--- src/rtl/ceil_div_seq_pkg.sv ---
// Shared types and helpers for the sequential ceiling divider.
package ceil_div_seq_pkg;

   typedef enum logic [1:0] {
      IDLE = 2'd0,
      BUSY = 2'd1,
      DONE = 2'd2
   } ceil_div_state_e;

   // Width of the step counter that walks through WIDTH quotient bits.
   function automatic int cnt_width(input int width);
      return (width <= 2) ? 1 : $clog2(width);
   endfunction

endpackage

--- src/rtl/ceil_div_seq_if.sv ---
// Operand/result handshake bundle of the ceiling divider.
// Signal suffixes are relative to the divider (slave side).
interface ceil_div_seq_if #(
   parameter int WIDTH = 32
);
   logic             in_valid_i;
   logic             in_ready_o;
   logic [WIDTH-1:0] dividend_i;
   logic [WIDTH-1:0] divisor_i;
   logic             out_valid_o;
   logic             out_ready_i;
   logic [WIDTH-1:0] quotient_o;
   logic             exact_o;
   logic             div_zero_o;

   // Operand source / result consumer.
   modport master (
      output in_valid_i, dividend_i, divisor_i, out_ready_i,
      input  in_ready_o, out_valid_o, quotient_o, exact_o, div_zero_o
   );

   // The divider itself.
   modport slave (
      input  in_valid_i, dividend_i, divisor_i, out_ready_i,
      output in_ready_o, out_valid_o, quotient_o, exact_o, div_zero_o
   );
endinterface

--- src/rtl/div_restoring_step.sv ---
// One restoring division step: shift {rem,quo} left, trial-subtract the divisor.
module div_restoring_step #(
   parameter int WIDTH = 32
) (
   input  logic [WIDTH:0]   rem_i,
   input  logic [WIDTH-1:0] quo_i,
   input  logic [WIDTH-1:0] divisor_i,
   output logic [WIDTH:0]   rem_o,
   output logic [WIDTH-1:0] quo_o
);
   logic [WIDTH:0]   rem_sh;
   logic [WIDTH:0]   dvs_ext;
   logic [WIDTH-1:0] quo_sh;

   // Shift the next dividend bit into the remainder and restore on underflow.
   always_comb begin
      // NOTE: every output gets a default first so no path leaves it unassigned (no latch).
      rem_sh  = (rem_i << 1) | {{WIDTH{1'b0}}, quo_i[WIDTH-1]};
      quo_sh  = quo_i << 1;
      dvs_ext = {1'b0, divisor_i};
      rem_o   = rem_sh;
      quo_o   = quo_sh;
      if (rem_sh >= dvs_ext) begin
         rem_o    = rem_sh - dvs_ext;
         quo_o[0] = 1'b1;
      end
   end
endmodule

--- src/rtl/ceil_div_seq.sv ---
// Multi-cycle unsigned ceiling divider, one quotient bit per cycle,
// valid/ready on both sides and a single operation in flight.
module ceil_div_seq
   import ceil_div_seq_pkg::*;
#(
   parameter int WIDTH = 32
) (
   input  logic           clk_i,
   input  logic           rst_ni,
   input  logic           flush_i,
   ceil_div_seq_if.slave  bus
);
   localparam int CW = cnt_width(WIDTH);

   ceil_div_state_e  state_q, state_d;
   logic [WIDTH:0]   rem_q, rem_nx;
   logic [WIDTH-1:0] quo_q, quo_nx;
   logic [WIDTH-1:0] dvs_q;
   logic [CW-1:0]    cnt_q;
   logic [WIDTH-1:0] quotient_q;
   logic             exact_q;
   logic             div_zero_q;

   logic in_fire, out_fire, last_step, dvs_zero;

   assign in_fire   = bus.in_valid_i && (state_q == IDLE);
   assign out_fire  = bus.out_ready_i && (state_q == DONE);
   assign last_step = (cnt_q == CW'(WIDTH - 1));
   assign dvs_zero  = (bus.divisor_i == '0);

   div_restoring_step #(.WIDTH(WIDTH)) u_step (
      .rem_i     (rem_q),
      .quo_i     (quo_q),
      .divisor_i (dvs_q),
      .rem_o     (rem_nx),
      .quo_o     (quo_nx)
   );

   // State register.
   always_ff @(posedge clk_i or negedge rst_ni) begin
      // NOTE: sequential state uses non-blocking assignments so all flops update together.
      if (!rst_ni) state_q <= IDLE;
      else         state_q <= state_d;
   end

   // Next-state logic; flush overrides every transition, including a handshake.
   always_comb begin
      state_d = state_q;
      if (flush_i) begin
         state_d = IDLE;
      end else begin
         unique case (state_q)
            IDLE:    if (in_fire) state_d = dvs_zero ? DONE : BUSY;
            BUSY:    if (last_step) state_d = DONE;
            DONE:    if (out_fire) state_d = IDLE;
            default: state_d = IDLE;
         endcase
      end
   end

   // Handshake and result outputs, decoded from the state and result registers.
   always_comb begin
      bus.in_ready_o  = (state_q == IDLE);
      bus.out_valid_o = (state_q == DONE);
      bus.quotient_o  = quotient_q;
      bus.exact_o     = exact_q;
      bus.div_zero_o  = div_zero_q;
   end

   // Operand latch, iteration datapath and result registers.
   always_ff @(posedge clk_i or negedge rst_ni) begin
      // NOTE: this is a handful of control-visible flops, not a memory, so all of them are reset.
      if (!rst_ni) begin
         rem_q      <= '0;
         quo_q      <= '0;
         dvs_q      <= '0;
         cnt_q      <= '0;
         quotient_q <= '0;
         exact_q    <= 1'b0;
         div_zero_q <= 1'b0;
      end else if (!flush_i) begin
         unique case (state_q)
            IDLE: begin
               if (in_fire) begin
                  dvs_q <= bus.divisor_i;
                  if (dvs_zero) begin
                     quotient_q <= '1;
                     exact_q    <= 1'b0;
                     div_zero_q <= 1'b1;
                  end else begin
                     rem_q      <= '0;
                     quo_q      <= bus.dividend_i;
                     cnt_q      <= '0;
                     div_zero_q <= 1'b0;
                  end
               end
            end
            BUSY: begin
               rem_q <= rem_nx;
               quo_q <= quo_nx;
               cnt_q <= cnt_q + CW'(1);
               if (last_step) begin
                  // ceil(a/b) <= a for b >= 1, so the round-up never wraps.
                  quotient_q <= quo_nx + {{(WIDTH-1){1'b0}}, (rem_nx != '0)};
                  exact_q    <= (rem_nx == '0);
               end
            end
            default: ;
         endcase
      end
   end

`ifndef SYNTHESIS
   // Result and valid hold steady while the consumer stalls.
   a_out_stable : assert property (@(posedge clk_i) disable iff (!rst_ni)
      (bus.out_valid_o && !bus.out_ready_i && !flush_i) |=>
      (bus.out_valid_o && $stable(bus.quotient_o) && $stable(bus.exact_o) && $stable(bus.div_zero_o)));

   // Accepting and presenting are mutually exclusive.
   a_ready_valid_excl : assert property (@(posedge clk_i) disable iff (!rst_ni)
      !(bus.in_ready_o && bus.out_valid_o));
`endif

endmodule
--- src/flat_wrapper.sv ---
// flat-port wrapper written by rule: the top's interface ports become plain ports
module ceil_div_seq_flat import ceil_div_seq_pkg::*;
#(
   parameter int WIDTH = 32
)
  (clk_i, rst_ni, flush_i, bus_in_valid_i, bus_dividend_i, bus_divisor_i, bus_out_ready_i, bus_in_ready_o, bus_out_valid_o, bus_quotient_o, bus_exact_o, bus_div_zero_o);
  ceil_div_seq_if #(.WIDTH(WIDTH)) bus_i ();
  input  logic clk_i;
  input  logic rst_ni;
  input  logic flush_i;
  input wire logic [$bits(bus_i.in_valid_i)-1:0] bus_in_valid_i;
  input wire logic [$bits(bus_i.dividend_i)-1:0] bus_dividend_i;
  input wire logic [$bits(bus_i.divisor_i)-1:0] bus_divisor_i;
  input wire logic [$bits(bus_i.out_ready_i)-1:0] bus_out_ready_i;
  output wire logic [$bits(bus_i.in_ready_o)-1:0] bus_in_ready_o;
  output wire logic [$bits(bus_i.out_valid_o)-1:0] bus_out_valid_o;
  output wire logic [$bits(bus_i.quotient_o)-1:0] bus_quotient_o;
  output wire logic [$bits(bus_i.exact_o)-1:0] bus_exact_o;
  output wire logic [$bits(bus_i.div_zero_o)-1:0] bus_div_zero_o;
  assign bus_i.in_valid_i = bus_in_valid_i;
  assign bus_i.dividend_i = bus_dividend_i;
  assign bus_i.divisor_i = bus_divisor_i;
  assign bus_i.out_ready_i = bus_out_ready_i;
  assign bus_in_ready_o = bus_i.in_ready_o;
  assign bus_out_valid_o = bus_i.out_valid_o;
  assign bus_quotient_o = bus_i.quotient_o;
  assign bus_exact_o = bus_i.exact_o;
  assign bus_div_zero_o = bus_i.div_zero_o;
  ceil_div_seq #(.WIDTH(WIDTH)) u_core (.clk_i(clk_i), .rst_ni(rst_ni), .flush_i(flush_i), .bus(bus_i));
endmodule
--- config.mk ---
export PLATFORM = sky130hd
export DESIGN_NAME = ceil_div_seq_flat
export DESIGN_NICKNAME = d
export VERILOG_FILES = /design/src/rtl/ceil_div_seq_pkg.sv /design/src/rtl/ceil_div_seq_if.sv /design/src/rtl/div_restoring_step.sv /design/src/rtl/ceil_div_seq.sv /design/src/flat_wrapper.sv
export SDC_FILE = /design/constraint.sdc
export NUM_CORES = 1
export LEC_CHECK = 0
export CAP_MARGIN = 40
export CORE_MARGIN = 2
export CORE_UTILIZATION = 61
export DETAILED_ROUTE_END_ITERATION = 10
export PLACE_DENSITY = 0.86
export SETUP_SLACK_MARGIN = 0.1
export SLEW_MARGIN = 20
export SYNTH_ARGS = -nofsm -noshare
export SYNTH_HDL_FRONTEND = slang
export SYNTH_SLANG_ARGS = --single-unit
--- constraint.sdc ---
create_clock -name clk_i -period 10.1 [get_ports clk_i]
set_input_delay 2.525 -clock clk_i [delete_from_list [all_inputs] [get_ports clk_i]]
set_output_delay 2.525 -clock clk_i [all_outputs]
set_load 0.005 [all_outputs]
==> summary.txt <==
clk_skew - 0.00779 ns
Synth warnings - 0
EDFF count, synth - 0
Die X - 122 um
largest net degree at the start of global routing - 90
startpoint types - flop
type of the worst setup path - flop to flop
Cell Rows - 43
Max transition margin - 48.9%
Final Setup Violations - 0
Core Footprint - 0.0137 mm^2
met1 Use GR - 48.2%
RSZ-0062 raised after global routing - false
most common cell in the netlist - nand2_1
Syn Area/Cell - 8.20 um^2
Final Hold Viols - 0
Flop pwr share - 38.6%
synthesized flop and latch total - 137
Residual DRC - 0
Syn Std Cell Area - 0.00848 mm^2
ant diodes - 0
top cell type's share of synthesized area - 40.4%
Async S/R FF share, synth - 100%
I/O pin count - 105
Fmax - 184 MHz
LEAKAGE - 0.00440 uW
Vias/cell - 6.23
wire length per cell - 18.2 um
vias in the first global route - 7,535
FILL cells - 1,033
area leader, netlist - dfrtp_1
status - complete, no violations
CTS max path bufs - 2
met3 Use GR - 7.30%
grt met2 use - 48.9%
total global-route track usage - 33.3%
setup repair bufs after CTS - 0
Syn Nets - 1,141
Hold WC Path Type - flop to flop
# Max-Cap Violations - 0
most frequent cells after synthesis - nand2_1, dfrtp_1, nor2_1
Pins Over Slew Limit - 0
First-pass DRT Iterations - 5
busiest metal layer after global routing - met2
clock slew at reported path FFs - 0.06 ns
final antenna-violating net count - 0
critical path data required time - 10.40 ns
slew of the pin with the lowest slew margin - 0.764 ns
critical path arrival - 5.75 ns
Initial Util - 61.8%
Tmin final - 5.45 ns
gr ovfl total - 0
peak supply drop - 0.113 mV
vias - 8,106
CTS H-tree lvls - 4
Final nets - 1,217
I/O Buffers - 104
share of layout cells above drive strength 1 - 5.08%
Switching Share - 33.9%
pwr/cell area - 173 mW/mm^2
TNS Setup - 0 ns
Die ar. - 0.0149 mm^2
Routability Congestion - 0.973
Root Buffer - clkbuf_16
WL final - 23,800 um
worst-path maximum fanout - 6
CTS sink count - 137
CP Capture Type - flop
die height - 122 um
combinational share of power - 27.5%
worst skew pair latency - 0.42 ns
Num CTS Buffers - 17
hold buffer count at CTS - 0
Final Cycle Share - 53.9%
ys flop type - dfrtp_1
initial antenna violation count - 0
cell internal pwr - 1170 uW
register area share after synthesis - 40.4%
first-pass GRT wire length - 38,500 um
Netlist cell types - 61
First DRT Iteration DRCs - 904
Detailed Place HPWL - 16,800 um
Layout area overhead - 20.4%
P_sw - 598 uW
Pwr Total - 1770 uW
Clock power frac - 33.9%
Mapped Cells - 1,034
Synth area leaders - dfrtp_1, nand2_1, ha_1
PostCTS Resize Cnt - 0
CTS tree - yes
per-stage QoR:
stage,worst slack [ns],utilization (%),instance area [um^2],std cells,hold WS (ns)
6_report,4.65,74.4,10200,1302,0.482
5_1_grt,4.40,74.4,10200,1302,0.536
4_1_cts,4.73,74.2,10200,1301,0.480
3_5_place_dp,4.82,70.1,9620,1270,0.467
3_3_place_gp,4.70,70.0,9600,1269,0.457
2_1_floorplan,5.65,-,8480,1034,0.445
metal layers:
metal | share of wire, % | vias to the layer above
met5 | 0 | -
met4 | 2.5 | 0
met3 | 8.8 | 65
met2 | 45 | 407
met1 | 44 | 3848
li1 | - | 3786
cells in the final DEF (no fill, tap or decap), drive strengths merged, types with 16 or more instances in the layout:
master / count
nor3: 16
nor4: 18
dfrtp: 137
ha: 37
clkbuf: 21
a21oi: 78
o21ai: 88
nand4: 25
xor2: 34
inv: 46
a31oi: 35
clkdlybuf4s50: 103
nand2: 188
nor2: 95
mux2i: 16
xnor2: 24
and3: 16
path summary, 6_finish.rpt:
path	start	end	slack, ns	depth (start not counted)
min reg2reg	u_core.cnt_q[4]$_DFFE_PN0P_	u_core.cnt_q[4]$_DFFE_PN0P_	0.48	2
max in group asynchronous	rst_ni	u_core.rem_q[0]$_DFFE_PN0P_	7.29	2
max	u_core.quo_q[31]$_DFFE_PN0P_	u_core.bus.quotient_o[28]$_DFFE_PN0P_	4.65	19
min	u_core.cnt_q[4]$_DFFE_PN0P_	u_core.cnt_q[4]$_DFFE_PN0P_	0.48	2
min in group asynchronous	rst_ni	u_core.dvs_q[20]$_DFFE_PN0P_	1.93	1
max reg2reg	u_core.quo_q[31]$_DFFE_PN0P_	u_core.bus.quotient_o[28]$_DFFE_PN0P_	4.65	19
power by group through the flow:
stage,Clock [uW],Combinational [uW],Sequential (uW)
3_5_place_dp,0,470,689
6_report,599,485,683
3_3_place_gp,0,461,685
5_1_grt,631,538,691
2_1_floorplan,0,326,669
4_1_cts,602,476,680
state kept, by name, indices dropped and copies added (netlist names):
name	cells
u_core.bus.div_zero_o	1
u_core.bus.exact_o	1
u_core.rem_q	32
u_core.cnt_q	5
u_core.quo_q	32
u_core.state_q	2
u_core.dvs_q	32
u_core.bus.quotient_o	32
cell families (layout without fill, tap and decap cells):
kind of cell	after synthesis	after routing	synth area share, %
multiplexers	17	17	2.02
AND/OR/NAND/NOR	410	410	21.7
buffers and inverters	103	191	4.72
XOR/XNOR	58	58	5.99
flip-flops	137	137	40.4
adder cells (fa/ha/maj)	38	38	5.70
AO/OA/AOI/OAI	271	271	19.4
worst max-delay path, cell delays in order, from the launching register on:
cell and delay, ns:
dfrtp_1 0.40, inv_1 0.08, ha_1 0.22, fa_1 0.40, nand2b_1 0.18, a211oi_1 0.50, nor2_1 0.16, xnor2_1 0.18
or4_1 0.59, a2111oi_2 0.36, nand4_1 0.14, nand4b_1 0.23, a211o_1 0.38, ha_1 0.23, ha_1 0.27, and2_1 0.25
and3_1 0.25, and4_1 0.22, xnor2_1 0.17, a21oi_1 0.09
layout make-up:
cell class / count / area, um^2 / share of cell area [%]
well taps: 180 / 225 / 2.21
clock inverters: 10 / 93.8 / 0.919
multi-input cells: 794 / 4670 / 45.7
inverters: 44 / 165 / 1.62
clock buffers: 21 / 470 / 4.61
repair buffers: 116 / 1160 / 11.4
flip-flops and latches: 137 / 3430 / 33.6
No activity file was read; power rests on OpenSTA's default activity.
